--- src/rtl/pwr_seq_pkg.sv ---
// ---------------------------------------------------------------------------
// pwr_seq_pkg
// Shared definitions for the power-domain sequencer:
//   - pwr_state_e   : sequencer FSM state encoding
//   - DOM_EN_SAFE   : per-bit supply enable value in the safe (unpowered) state
//   - CLAMP_SAFE    : per-bit clamp/isolation value in the safe state
//   - state_is_busy : true while an up or down sequence is running
// ---------------------------------------------------------------------------
package pwr_seq_pkg;

    typedef enum logic [2:0] {
        ST_OFF       = 3'd0,
        ST_UP_EN     = 3'd1,
        ST_UP_WAIT   = 3'd2,
        ST_UP_SETTLE = 3'd3,
        ST_ON        = 3'd4,
        ST_DN_CLAMP  = 3'd5,
        ST_DN_SETTLE = 3'd6,
        ST_FAULT     = 3'd7
    } pwr_state_e;

    // Idle / emergency output levels, replicated per domain by the user.
    localparam logic DOM_EN_SAFE = 1'b0;
    localparam logic CLAMP_SAFE  = 1'b1;

    function automatic logic state_is_busy(input pwr_state_e s);
        return (s == ST_UP_EN)     || (s == ST_UP_WAIT)  ||
               (s == ST_UP_SETTLE) || (s == ST_DN_CLAMP) ||
               (s == ST_DN_SETTLE);
    endfunction

endpackage

--- src/rtl/pgood_debounce.sv ---
// ---------------------------------------------------------------------------
// pgood_debounce
// One-bit power-good conditioner: 2-flop synchroniser followed by a
// debouncer. The debounced output flips only after DEB_CYC consecutive
// synchronised samples that differ from it; any bounce restarts the count.
// Ports:
//   clk_i  : clock
//   rst_i  : synchronous active-high reset (output and counter cleared)
//   raw_i  : raw asynchronous power-good
//   deb_o  : debounced power-good
// ---------------------------------------------------------------------------
module pgood_debounce #(
    parameter int CNT_W   = 16,
    parameter int DEB_CYC = 8
) (
    input  logic clk_i,
    input  logic rst_i,
    input  logic raw_i,
    output logic deb_o
);

    localparam logic [CNT_W-1:0] DEB_LAST = CNT_W'(DEB_CYC - 1);

    logic             meta_q;
    logic             sync_q;
    logic             deb_q;
    logic             deb_d;
    logic [CNT_W-1:0] cnt_q;
    logic [CNT_W-1:0] cnt_d;

    // The counter never exceeds DEB_LAST, so it cannot wrap.
    always_comb begin
        deb_d = deb_q;
        cnt_d = '0;
        if (sync_q != deb_q) begin
            if (cnt_q == DEB_LAST) begin
                deb_d = sync_q;
            end else begin
                cnt_d = cnt_q + 1'b1;
            end
        end
    end

    always_ff @(posedge clk_i) begin
        if (rst_i) begin
            meta_q <= 1'b0;
            sync_q <= 1'b0;
            deb_q  <= 1'b0;
            cnt_q  <= '0;
        end else begin
            meta_q <= raw_i;
            sync_q <= meta_q;
            deb_q  <= deb_d;
            cnt_q  <= cnt_d;
        end
    end

    assign deb_o = deb_q;

endmodule

--- src/rtl/pwr_seq_ctrl.sv ---
// ---------------------------------------------------------------------------
// pwr_seq_ctrl
// Power-domain sequencer. Enables NUM_DOM domains in ascending order and
// disables them in reverse, waiting for each debounced power-good and
// settling STEP_DLY cycles per step. A missing power-good (TIMEOUT) or a
// brown-out while ON latches a fault that drops every supply at once.
// Ports:
//   wb_clk_i     : clock
//   wb_rst_i     : synchronous active-high reset
//   pwr_req_i    : 1 = power up, 0 = power down
//   pgood_i      : raw asynchronous power-good per domain
//   fault_clr_i  : fault clear pulse (honoured only in FAULT with pwr_req_i=0)
//   dom_en_o     : domain supply enables
//   clamp_en_o   : clamp/isolation enables, high while a domain is unpowered
//   all_good_o   : all domains up and settled
//   busy_o       : sequence in progress
//   fault_o      : fault latched
//   fault_dom_o  : index of the faulting domain
// ---------------------------------------------------------------------------
module pwr_seq_ctrl
    import pwr_seq_pkg::*;
#(
    parameter int  NUM_DOM  = 4,
    parameter int  CNT_W    = 16,
    parameter int  DEB_CYC  = 8,
    parameter int  STEP_DLY = 32,
    parameter int  TIMEOUT  = 1024,
    localparam int IDX_W    = (NUM_DOM > 1) ? $clog2(NUM_DOM) : 1
) (
    input  logic               wb_clk_i,
    input  logic               wb_rst_i,
    input  logic               pwr_req_i,
    input  logic [NUM_DOM-1:0] pgood_i,
    input  logic               fault_clr_i,
    output logic [NUM_DOM-1:0] dom_en_o,
    output logic [NUM_DOM-1:0] clamp_en_o,
    output logic               all_good_o,
    output logic               busy_o,
    output logic               fault_o,
    output logic [IDX_W-1:0]   fault_dom_o
);

    localparam logic [CNT_W-1:0] TIMEOUT_LAST = CNT_W'(TIMEOUT - 1);
    localparam logic [CNT_W-1:0] STEP_LAST    = CNT_W'(STEP_DLY - 1);
    localparam logic [IDX_W-1:0] IDX_LAST     = IDX_W'(NUM_DOM - 1);

    pwr_state_e         state_q, state_d;
    logic [IDX_W-1:0]   idx_q, idx_d;
    logic [CNT_W-1:0]   cnt_q, cnt_d;
    logic [CNT_W-1:0]   cnt_inc;
    logic [NUM_DOM-1:0] dom_en_q, dom_en_d;
    logic [NUM_DOM-1:0] clamp_q, clamp_d;
    logic [IDX_W-1:0]   fault_dom_q, fault_dom_d;
    logic [NUM_DOM-1:0] pg_deb;
    logic               pg_lost;
    logic [IDX_W-1:0]   pg_lost_idx;

    // ------------------------------------------------------------------
    // Per-domain input conditioning
    // ------------------------------------------------------------------
    generate
        for (genvar gi = 0; gi < NUM_DOM; gi++) begin : gen_deb
            pgood_debounce #(
                .CNT_W   (CNT_W),
                .DEB_CYC (DEB_CYC)
            ) u_deb (
                .clk_i (wb_clk_i),
                .rst_i (wb_rst_i),
                .raw_i (pgood_i[gi]),
                .deb_o (pg_deb[gi])
            );
        end
    endgenerate

    // Lowest-index domain whose debounced power-good is low. In ON every
    // domain was seen high, so a low bit here means it has fallen.
    always_comb begin
        pg_lost     = 1'b0;
        pg_lost_idx = '0;
        for (int i = NUM_DOM - 1; i >= 0; i--) begin
            if (!pg_deb[i]) begin
                pg_lost     = 1'b1;
                pg_lost_idx = IDX_W'(i);
            end
        end
    end

    // Saturating increment: the counter holds at all-ones rather than wrap.
    assign cnt_inc = (cnt_q == {CNT_W{1'b1}}) ? cnt_q : cnt_q + 1'b1;

    // ------------------------------------------------------------------
    // State register
    // ------------------------------------------------------------------
    always_ff @(posedge wb_clk_i) begin
        if (wb_rst_i) begin
            state_q     <= ST_OFF;
            idx_q       <= '0;
            cnt_q       <= '0;
            dom_en_q    <= {NUM_DOM{DOM_EN_SAFE}};
            clamp_q     <= {NUM_DOM{CLAMP_SAFE}};
            fault_dom_q <= '0;
        end else begin
            state_q     <= state_d;
            idx_q       <= idx_d;
            cnt_q       <= cnt_d;
            dom_en_q    <= dom_en_d;
            clamp_q     <= clamp_d;
            fault_dom_q <= fault_dom_d;
        end
    end

    // ------------------------------------------------------------------
    // Next-state logic
    // ------------------------------------------------------------------
    always_comb begin
        state_d     = state_q;
        idx_d       = idx_q;
        cnt_d       = cnt_q;
        dom_en_d    = dom_en_q;
        clamp_d     = clamp_q;
        fault_dom_d = fault_dom_q;

        case (state_q)
            ST_OFF: begin
                if (pwr_req_i) begin
                    state_d = ST_UP_EN;
                    idx_d   = '0;
                end
            end

            ST_UP_EN: begin
                // An abort keeps idx so the unwind starts at this domain.
                if (!pwr_req_i) begin
                    state_d = ST_DN_CLAMP;
                end else begin
                    dom_en_d[idx_q] = 1'b1;
                    cnt_d           = '0;
                    state_d         = ST_UP_WAIT;
                end
            end

            ST_UP_WAIT: begin
                if (!pwr_req_i) begin
                    state_d = ST_DN_CLAMP;
                end else if (pg_deb[idx_q]) begin
                    cnt_d   = '0;
                    state_d = ST_UP_SETTLE;
                end else if (cnt_q == TIMEOUT_LAST) begin
                    fault_dom_d = idx_q;
                    dom_en_d    = {NUM_DOM{DOM_EN_SAFE}};
                    clamp_d     = {NUM_DOM{CLAMP_SAFE}};
                    state_d     = ST_FAULT;
                end else begin
                    cnt_d = cnt_inc;
                end
            end

            ST_UP_SETTLE: begin
                if (!pwr_req_i) begin
                    state_d = ST_DN_CLAMP;
                end else if (cnt_q == STEP_LAST) begin
                    clamp_d[idx_q] = 1'b0;
                    if (idx_q == IDX_LAST) begin
                        state_d = ST_ON;
                    end else begin
                        idx_d   = idx_q + 1'b1;
                        state_d = ST_UP_EN;
                    end
                end else begin
                    cnt_d = cnt_inc;
                end
            end

            ST_ON: begin
                // Brown-out outranks a power-down request.
                if (pg_lost) begin
                    fault_dom_d = pg_lost_idx;
                    dom_en_d    = {NUM_DOM{DOM_EN_SAFE}};
                    clamp_d     = {NUM_DOM{CLAMP_SAFE}};
                    state_d     = ST_FAULT;
                end else if (!pwr_req_i) begin
                    idx_d   = IDX_LAST;
                    state_d = ST_DN_CLAMP;
                end
            end

            ST_DN_CLAMP: begin
                clamp_d[idx_q] = 1'b1;
                cnt_d          = '0;
                state_d        = ST_DN_SETTLE;
            end

            ST_DN_SETTLE: begin
                if (cnt_q == STEP_LAST) begin
                    dom_en_d[idx_q] = 1'b0;
                    if (idx_q == '0) begin
                        state_d = ST_OFF;
                    end else begin
                        idx_d   = idx_q - 1'b1;
                        state_d = ST_DN_CLAMP;
                    end
                end else begin
                    cnt_d = cnt_inc;
                end
            end

            ST_FAULT: begin
                if (fault_clr_i && !pwr_req_i) begin
                    fault_dom_d = '0;
                    state_d     = ST_OFF;
                end
            end

            default: begin
                state_d = ST_OFF;
            end
        endcase
    end

    // ------------------------------------------------------------------
    // Output logic
    // ------------------------------------------------------------------
    always_comb begin
        dom_en_o   = dom_en_q;
        clamp_en_o = clamp_q;
        all_good_o = 1'b0;
        busy_o     = state_is_busy(state_q);
        fault_o    = 1'b0;
        if (state_q == ST_FAULT) begin
            dom_en_o   = {NUM_DOM{DOM_EN_SAFE}};
            clamp_en_o = {NUM_DOM{CLAMP_SAFE}};
            fault_o    = 1'b1;
        end
        if (state_q == ST_ON) begin
            all_good_o = 1'b1;
        end
    end

    assign fault_dom_o = fault_dom_q;

endmodule

--- config.mk ---
export PLATFORM = sky130hd
export DESIGN_NAME = pwr_seq_ctrl
export DESIGN_NICKNAME = d
export VERILOG_FILES = /design/src/rtl/pwr_seq_pkg.sv /design/src/rtl/pgood_debounce.sv /design/src/rtl/pwr_seq_ctrl.sv
export SDC_FILE = /design/constraint.sdc
export NUM_CORES = 1
export LEC_CHECK = 0
export ABC_AREA = 0
export CAP_MARGIN = 40
export CORE_MARGIN = 1
export CORE_UTILIZATION = 50
export CTS_CLUSTER_SIZE = 25
export DETAILED_ROUTE_END_ITERATION = 8
export GPL_TIMING_DRIVEN = 0
export MAX_ROUTING_LAYER = met4
export PLACE_DENSITY = 0.75
export SYNTH_ARGS = -nofsm -noshare
export SYNTH_HDL_FRONTEND = slang
export SYNTH_SLANG_ARGS = --single-unit
--- constraint.sdc ---
create_clock -name wb_clk_i -period 4.8 [get_ports wb_clk_i]
set_input_delay 0.48 -clock wb_clk_i [delete_from_list [all_inputs] [get_ports wb_clk_i]]
set_output_delay 0.48 -clock wb_clk_i [all_outputs]
set_load 0.005 [all_outputs]
After elaboration in Yosys (flattened, before gate mapping)
Index checks and enable logic that the tools add are counted.
{"block": "word_totals", "word_cells": 172, "reg_bits": 107, "out_inout_bits": 13}
{"block": "op_classes", "reduce_logical": 28, "n_lt_le_gt_ge": 2, "muxes": 67, "eq_ne": 37, "add_sub_neg": 7, "n_bitwise": 9}
{"cell": "$mux W16", "count": 7}
{"cell": "$add A16 B1 Y16 const B", "count": 5}
{"cell": "$pmux W16 S5", "count": 1}
{"cell": "$eq A16 B3 Y1 const B", "count": 4}
{"cell": "$mux W4", "count": 14}
{"cell": "$mux W3", "count": 13}
{"cell": "$mux W2", "count": 17}
{"cell": "$pmux W4 S4", "count": 2}
{"cell": "$ne A2 B2 Y1 const B", "count": 14}
{"cell": "$pmux W3 S8", "count": 1}
{"cell": "$eq A16 B10 Y1 const B", "count": 1}
{"cell": "$eq A16 B16 Y1 const B", "count": 1}
{"cell": "$eq A16 B5 Y1 const B", "count": 1}
{"cell": "$reduce_and A7 Y1", "count": 2}
{"cell": "$eq A3 B3 Y1 const B", "count": 4}
{"cell": "$reduce_and A6 Y1", "count": 2}
{"cell": "$reduce_bool A4 Y1", "count": 3}
{"cell": "$reduce_or A3 Y1", "count": 4}
{"cell": "$ne A3 B3 Y1 const B", "count": 3}
{"cell": "$reduce_and A9 Y1", "count": 1}
{"cell": "$and A4 B4 Y4", "count": 2}
{"cell": "$mux W1", "count": 8}
{"cell": "$or A4 B4 Y4", "count": 2}
{"cell": "$pmux W2 S4", "count": 1}
{"cell": "23 further kinds", "count": 37}

Longest topological paths before layout
{"block": "depth", "word_depth": 9, "mapped_depth": 9, "ltp_nobuf": 6}

Modules after synthesis
Synthesis repeated with hierarchy kept, for this count alone.
{"block": "hier_totals", "hier_cells": 643, "hier_area_um2": 5377.7}
{"module": "pgood_debounce", "area_per_inst_um2": 809.5, "cells_each": 89, "instances": 4}
{"module": "pwr_seq_ctrl", "area_per_inst_um2": 2139.6, "cells_each": 287, "instances": 1}

Worst setup path before layout
Ideal clock, no wire load.
{"block": "synth_timing", "path_kind": "register to register", "from": "register cnt_q[0]", "to": "register cnt_q[10]", "period_less_slack_ps": 2037, "path_stages_with_launch": 9, "setup_time_ps": 72, "slack_ps": 2763, "n_path_buf": 2, "arrival_time_ps": 1965, "cell_sequence": "dfxtp_1 > ha_1 > and4_1 > clkbuf_1 > and4_1 > clkbuf_2 > a21bo_2 > or4_1 > a21oi_1"}
{"block": "synth_via", "elab_chain_len": 6, "word_cells_on_any_way": 13, "cone_classes": "1 x add/sub; 4 x eq/ne; 7 x mux; 1 x reduce/logical"}
{"element": "from (decl)", "line": "pwr_seq_ctrl.sv:49", "text": "logic [CNT_W-1:0] cnt_q, cnt_d;"}
{"element": "from (signal assigned)", "line": "pwr_seq_ctrl.sv:105", "text": "cnt_q <= cnt_d;"}
{"element": "$add A16 B1 Y16 / $eq A16 B16 Y1 (equally long branches)", "line": "pwr_seq_ctrl.sv:89", "text": "assign cnt_inc = (cnt_q == {CNT_W{1'b1}}) ? cnt_q : cnt_q + 1'b1;"}
{"element": "$mux W16", "line": "pwr_seq_ctrl.sv:89"}
{"element": "$mux W16", "line": "pwr_seq_ctrl.sv:148", "text": "end else if (cnt_q == TIMEOUT_LAST) begin"}
{"element": "$mux W16", "line": "pwr_seq_ctrl.sv:145", "text": "end else if (pg_deb[idx_q]) begin"}
{"element": "$mux W16", "line": "pwr_seq_ctrl.sv:143", "text": "if (!pwr_req_i) begin"}
{"element": "$pmux W16 S5", "line": "pwr_seq_ctrl.sv:123", "text": "case (state_q)"}
Parallel ways exist; a longest one is shown, timed or not. The select of a mux whose other input is x is not followed.
A chain may end at the register's enable or synchronous reset.

Final worst setup path
{"block": "layout_timing", "from": "register state_q[1]", "to": "output port all_good_o"}
{"block": "layout_via", "elab_chain_len": 2}
{"element": "from (decl)", "line": "pwr_seq_ctrl.sv:47", "text": "pwr_state_e state_q, state_d;"}
{"element": "from (signal assigned)", "line": "pwr_seq_ctrl.sv:103", "text": "state_q <= state_d;"}
{"element": "$eq A3 B3 Y1", "line": "pwr_seq_ctrl.sv:234", "text": "if (state_q == ST_ON) begin"}
{"element": "$mux W1", "line": "pwr_seq_ctrl.sv:234"}
{"element": "to (decl)", "line": "pwr_seq_ctrl.sv:37", "text": "output logic all_good_o,"}
No other way between the ends.

==> run_results.csv <==
group,metric,value,unit
worst_setup_path,cpMostUsedCell,"buf_2",
place,place_congestion,0.950,
sta,finalSetupViolCount,0,
cells_and_area,area_growth,10.6,%
worst_setup_path,max_stage_delay,470,ps
cells_and_area,final_area,5970,um^2
die,die-area,11200,um^2
sta,rsz0062_at_grt,"no",
place,place.detailed.hpwl,8.27,mm
die,initial_utilization,51.9,%
synthesis,synth_nets,663,
clock_tree,cts-root-buf,"clkbuf_8",
global_route,grt_overflow_total,0,
global_route,grt_max_degree,18,
worst_setup_path,required,4320,ps
cells_and_area,diodes,0,
power_and_ir_drop,p_clk_share,26.6,%
clock_tree,path_clk_slew,100,ps
synthesis,synthCells,650,
place,dpl.cell_count,805,
worst_setup_path,cp_num_buf_inv,5,
synthesis,synthArstFlopShare,0,%
global_route,antenna_found_initial,0,
power_and_ir_drop,leakagePower,2.00,nW
worst_setup_path,crit_arrival,2530,ps
place,dpl_cell_area,5760,um^2
clock_tree,cts_resized,0,
clock_tree,htreeDepth,3,
worst_setup_path,path_class,"reg2out",
drt,drc,0,
drt,avgViaCountPerCell,5.71,
sta,slew_violations,0,
worst_hold_path,hold_end,"gen_deb[3].u_deb.sync_q",
sta,period_minus_slack,3010,ps
worst_setup_path,reg2reg_slack,2240,ps
drt,antenna_left,0,
place,io_buffers,19,
place,pre_cts_slack,2170,ps
power_and_ir_drop,powerDensity,379,nW/um^2
cells_and_area,drive_above_1_share,5.71,%
global_route,grt_pass1_wl,19.6,mm
power_and_ir_drop,ir_drop,278,uV
power_and_ir_drop,power,2.27,mW
cells_and_area,final_common_cell,"dfxtp_1",
worst_setup_path,crit_path_max_fanout,10,
cells_and_area,final_cell_mix,"107 x dfxtp_1, 88 x nor2_1, 54 x nand2_1, 36 x nand3_1, 34 x xor2_1",
clock_tree,numCtsBuffers,9,
cells_and_area,final_nets,693,
sta,tightest_slew,865,ps
sta,finalHoldViolations,0,
cells_and_area,final_cells,819,
synthesis,ys_seq_elements,107,
sta,clock.fmax,0.332,GHz
job,cap_viol_max_count,0,
worst_hold_path,hold_class,"reg2reg",
clock_tree,clockBufferDepth,2,
power_and_ir_drop,seqPwrFrac,41.8,%
drt,first_pass_iters,5,
sta,fin_skew,11.5,ps
power_and_ir_drop,p_int,1.49,mW
die,core,10400,um^2
clock_tree,cts.sinks,107,
synthesis,synth_area,5400,um^2
power_and_ir_drop,pwr-share-comb,31.6,%
power_and_ir_drop,p_switching,0.775,mW
worst_setup_path,path_cells,"buf_2, buf_1, clkbuf_1, buf_2, nor2_1, clkdlybuf4s50_1",
sta,slew_headroom,41.9,%
die,ios,21,
worst_hold_path,min_from,"gen_deb[3].u_deb.meta_q",
sta,postLayoutSetupSlackWorst,1790,ps
drt,drtIter0Drc,230,
worst_setup_path,r2r-start,"cnt_q[0]",
worst_setup_path,crit_slowest_cell,"clkdlybuf4s50_1",
drt,routed-via-count,4673,
synthesis,synthFlopType,"dfxtp_1",
worst_setup_path,cp-end-kind,"output pin",
synthesis,yosys.cell_types.count,64,
drt,wire_per_inst,13.9,um
worst_setup_path,start_kind,"flop",
worst_setup_path,timing.rr.end,"cnt_q[13]",
die,die_x,106,um
synthesis,yosysWarningCount,0,
power_and_ir_drop,switching_share,34.2,%
synthesis,avgSynthCellArea,8.31,um^2
synthesis,synth_edf_count,0,
worst_setup_path,crit_family,"buffers and inverters",
worst_hold_path,hold_depth,1,
sta,tns,0,ps
drt,wl,11.4,mm
synthesis,yosysSeqAreaShare,39.7,%
status,status,"complete, no violations",
global_route,globalRouteTotalUtil,22.1,%
clock_tree,cts_tree,"yes",
clock_tree,postCtsHoldBufs,0,
clock_tree,clock_latency,380,ps
die,die-height,106,um
sta,fin_crit_sh,62.7,%
clock_tree,postCtsSetupBuffers,0,
global_route,grt_pass1_vias,4382,
worst_setup_path,r2r_cells,9,
die,row_count,37,
[metrics by stage]
stage	util (%)	hold WS (ps)
after global placement	55.3	420
final	57.4	450
after floorplan	-	413
after CTS	57.4	454
after global routing	57.4	446
after detailed placement	55.3	426
[worst register-to-register path, cell delays in order (launching register included)]
cell,delay [ps]
dfxtp_1,420
ha_1,250
and4_1,210
clkbuf_1,230
nand4_1,260
o21ai_1,310
buf_2,270
buf_4,210
a21oi_1,110
a211oi_1,220
[metal layers]
layer  wire length (um)  GRT usage, %  up-vias
met1               5460          27.3     2180
met5                  0             -        -
met3                505          4.78       14
met2               5270          36.0      101
met4                156          7.04        0
li1                   -             -     2378
[registers in the layout, summed over array words and instances, names as in the netlist]
| name | count |
|---|---|
| cnt_q | 16 |
| gen_deb.u_deb.meta_q | 4 |
| gen_deb.u_deb.deb_o | 4 |
| idx_q | 2 |
| dom_en_q | 4 |
| fault_dom_o | 2 |
| gen_deb.u_deb.cnt_q | 64 |
| clamp_q | 4 |
| state_q | 3 |
| gen_deb.u_deb.sync_q | 4 |
[cells by family after synthesis]
group,after synthesis,share of synthesized area [%]
xor+xnor,61,9.89
flops,107,39.7
mux,11,2.27
fa+ha+maj,5,1.16
simple gates,313,29.7
buf+inv,44,3.47
compound gates,109,13.9
[power by group through the flow]
stage | sequential, mW | combinational (mW) | clock (mW)
6_report | 0.946 | 0.716 | 0.603
5_1_grt | 0.951 | 0.792 | 0.656
4_1_cts | 0.946 | 0.707 | 0.621
3_5_place_dp | 0.967 | 0.700 | 0
3_3_place_gp | 0.965 | 0.701 | 0
2_1_floorplan | 0.960 | 0.532 | 0
[worst max path at each step]
stage / startpoint / end / slack [ps] / depth (start not counted)
6_report: state_q[1] / all_good_o / 1790 / 6
4_1_cts: state_q[1] / all_good_o / 1800 / 6
2_1_floorplan: cnt_q[0] / cnt_q[10] / 2760 / 8
5_1_grt: state_q[1] / all_good_o / 1600 / 6
3_5_place_dp: pwr_req_i / dom_en_q[3] / 2170 / 7
3_3_place_gp: pwr_req_i / dom_en_q[1] / 2130 / 7
[Yosys cell counts, drive strengths merged (3+ instances only)]
cell type / n / share of area, %
a211oi: 11 / 1.5
a21boi: 3 / 0.42
a21oi: 22 / 2.0
a31o: 3 / 0.49
a31oi: 8 / 0.93
a41oi: 6 / 0.97
and2: 13 / 1.5
and3: 19 / 2.2
and4: 9 / 1.5
buf: 11 / 1.1
clkbuf: 22 / 1.6
dfxtp: 107 / 40
ha: 5 / 1.2
inv: 11 / 0.76
mux2i: 10 / 1.9
nand2: 54 / 3.8
nand2b: 9 / 1.0
nand3: 37 / 3.5
nand4: 16 / 1.9
nor2: 88 / 6.1
nor2b: 13 / 1.5
nor3: 21 / 2.0
nor4: 12 / 1.4
nor4b: 3 / 0.60
o211ai: 5 / 0.70
o21ai: 17 / 1.6
o22ai: 3 / 0.35
o31a: 4 / 0.65
o31ai: 12 / 1.7
or2: 4 / 0.46
or4: 9 / 1.3
xnor2: 27 / 4.4
xor2: 34 / 5.5
[layout make-up]
type	count	area, um^2
plain buffers	33	146
repair buffers	19	190
inverters	11	41.3
well taps	136	170
flip-flops and latches	107	2140
clock inverters	5	88.8
fillers	960	4440
clock buffers	9	124
multi-input cells	499	3070
Note: power is estimated with default switching activity, not from simulation.
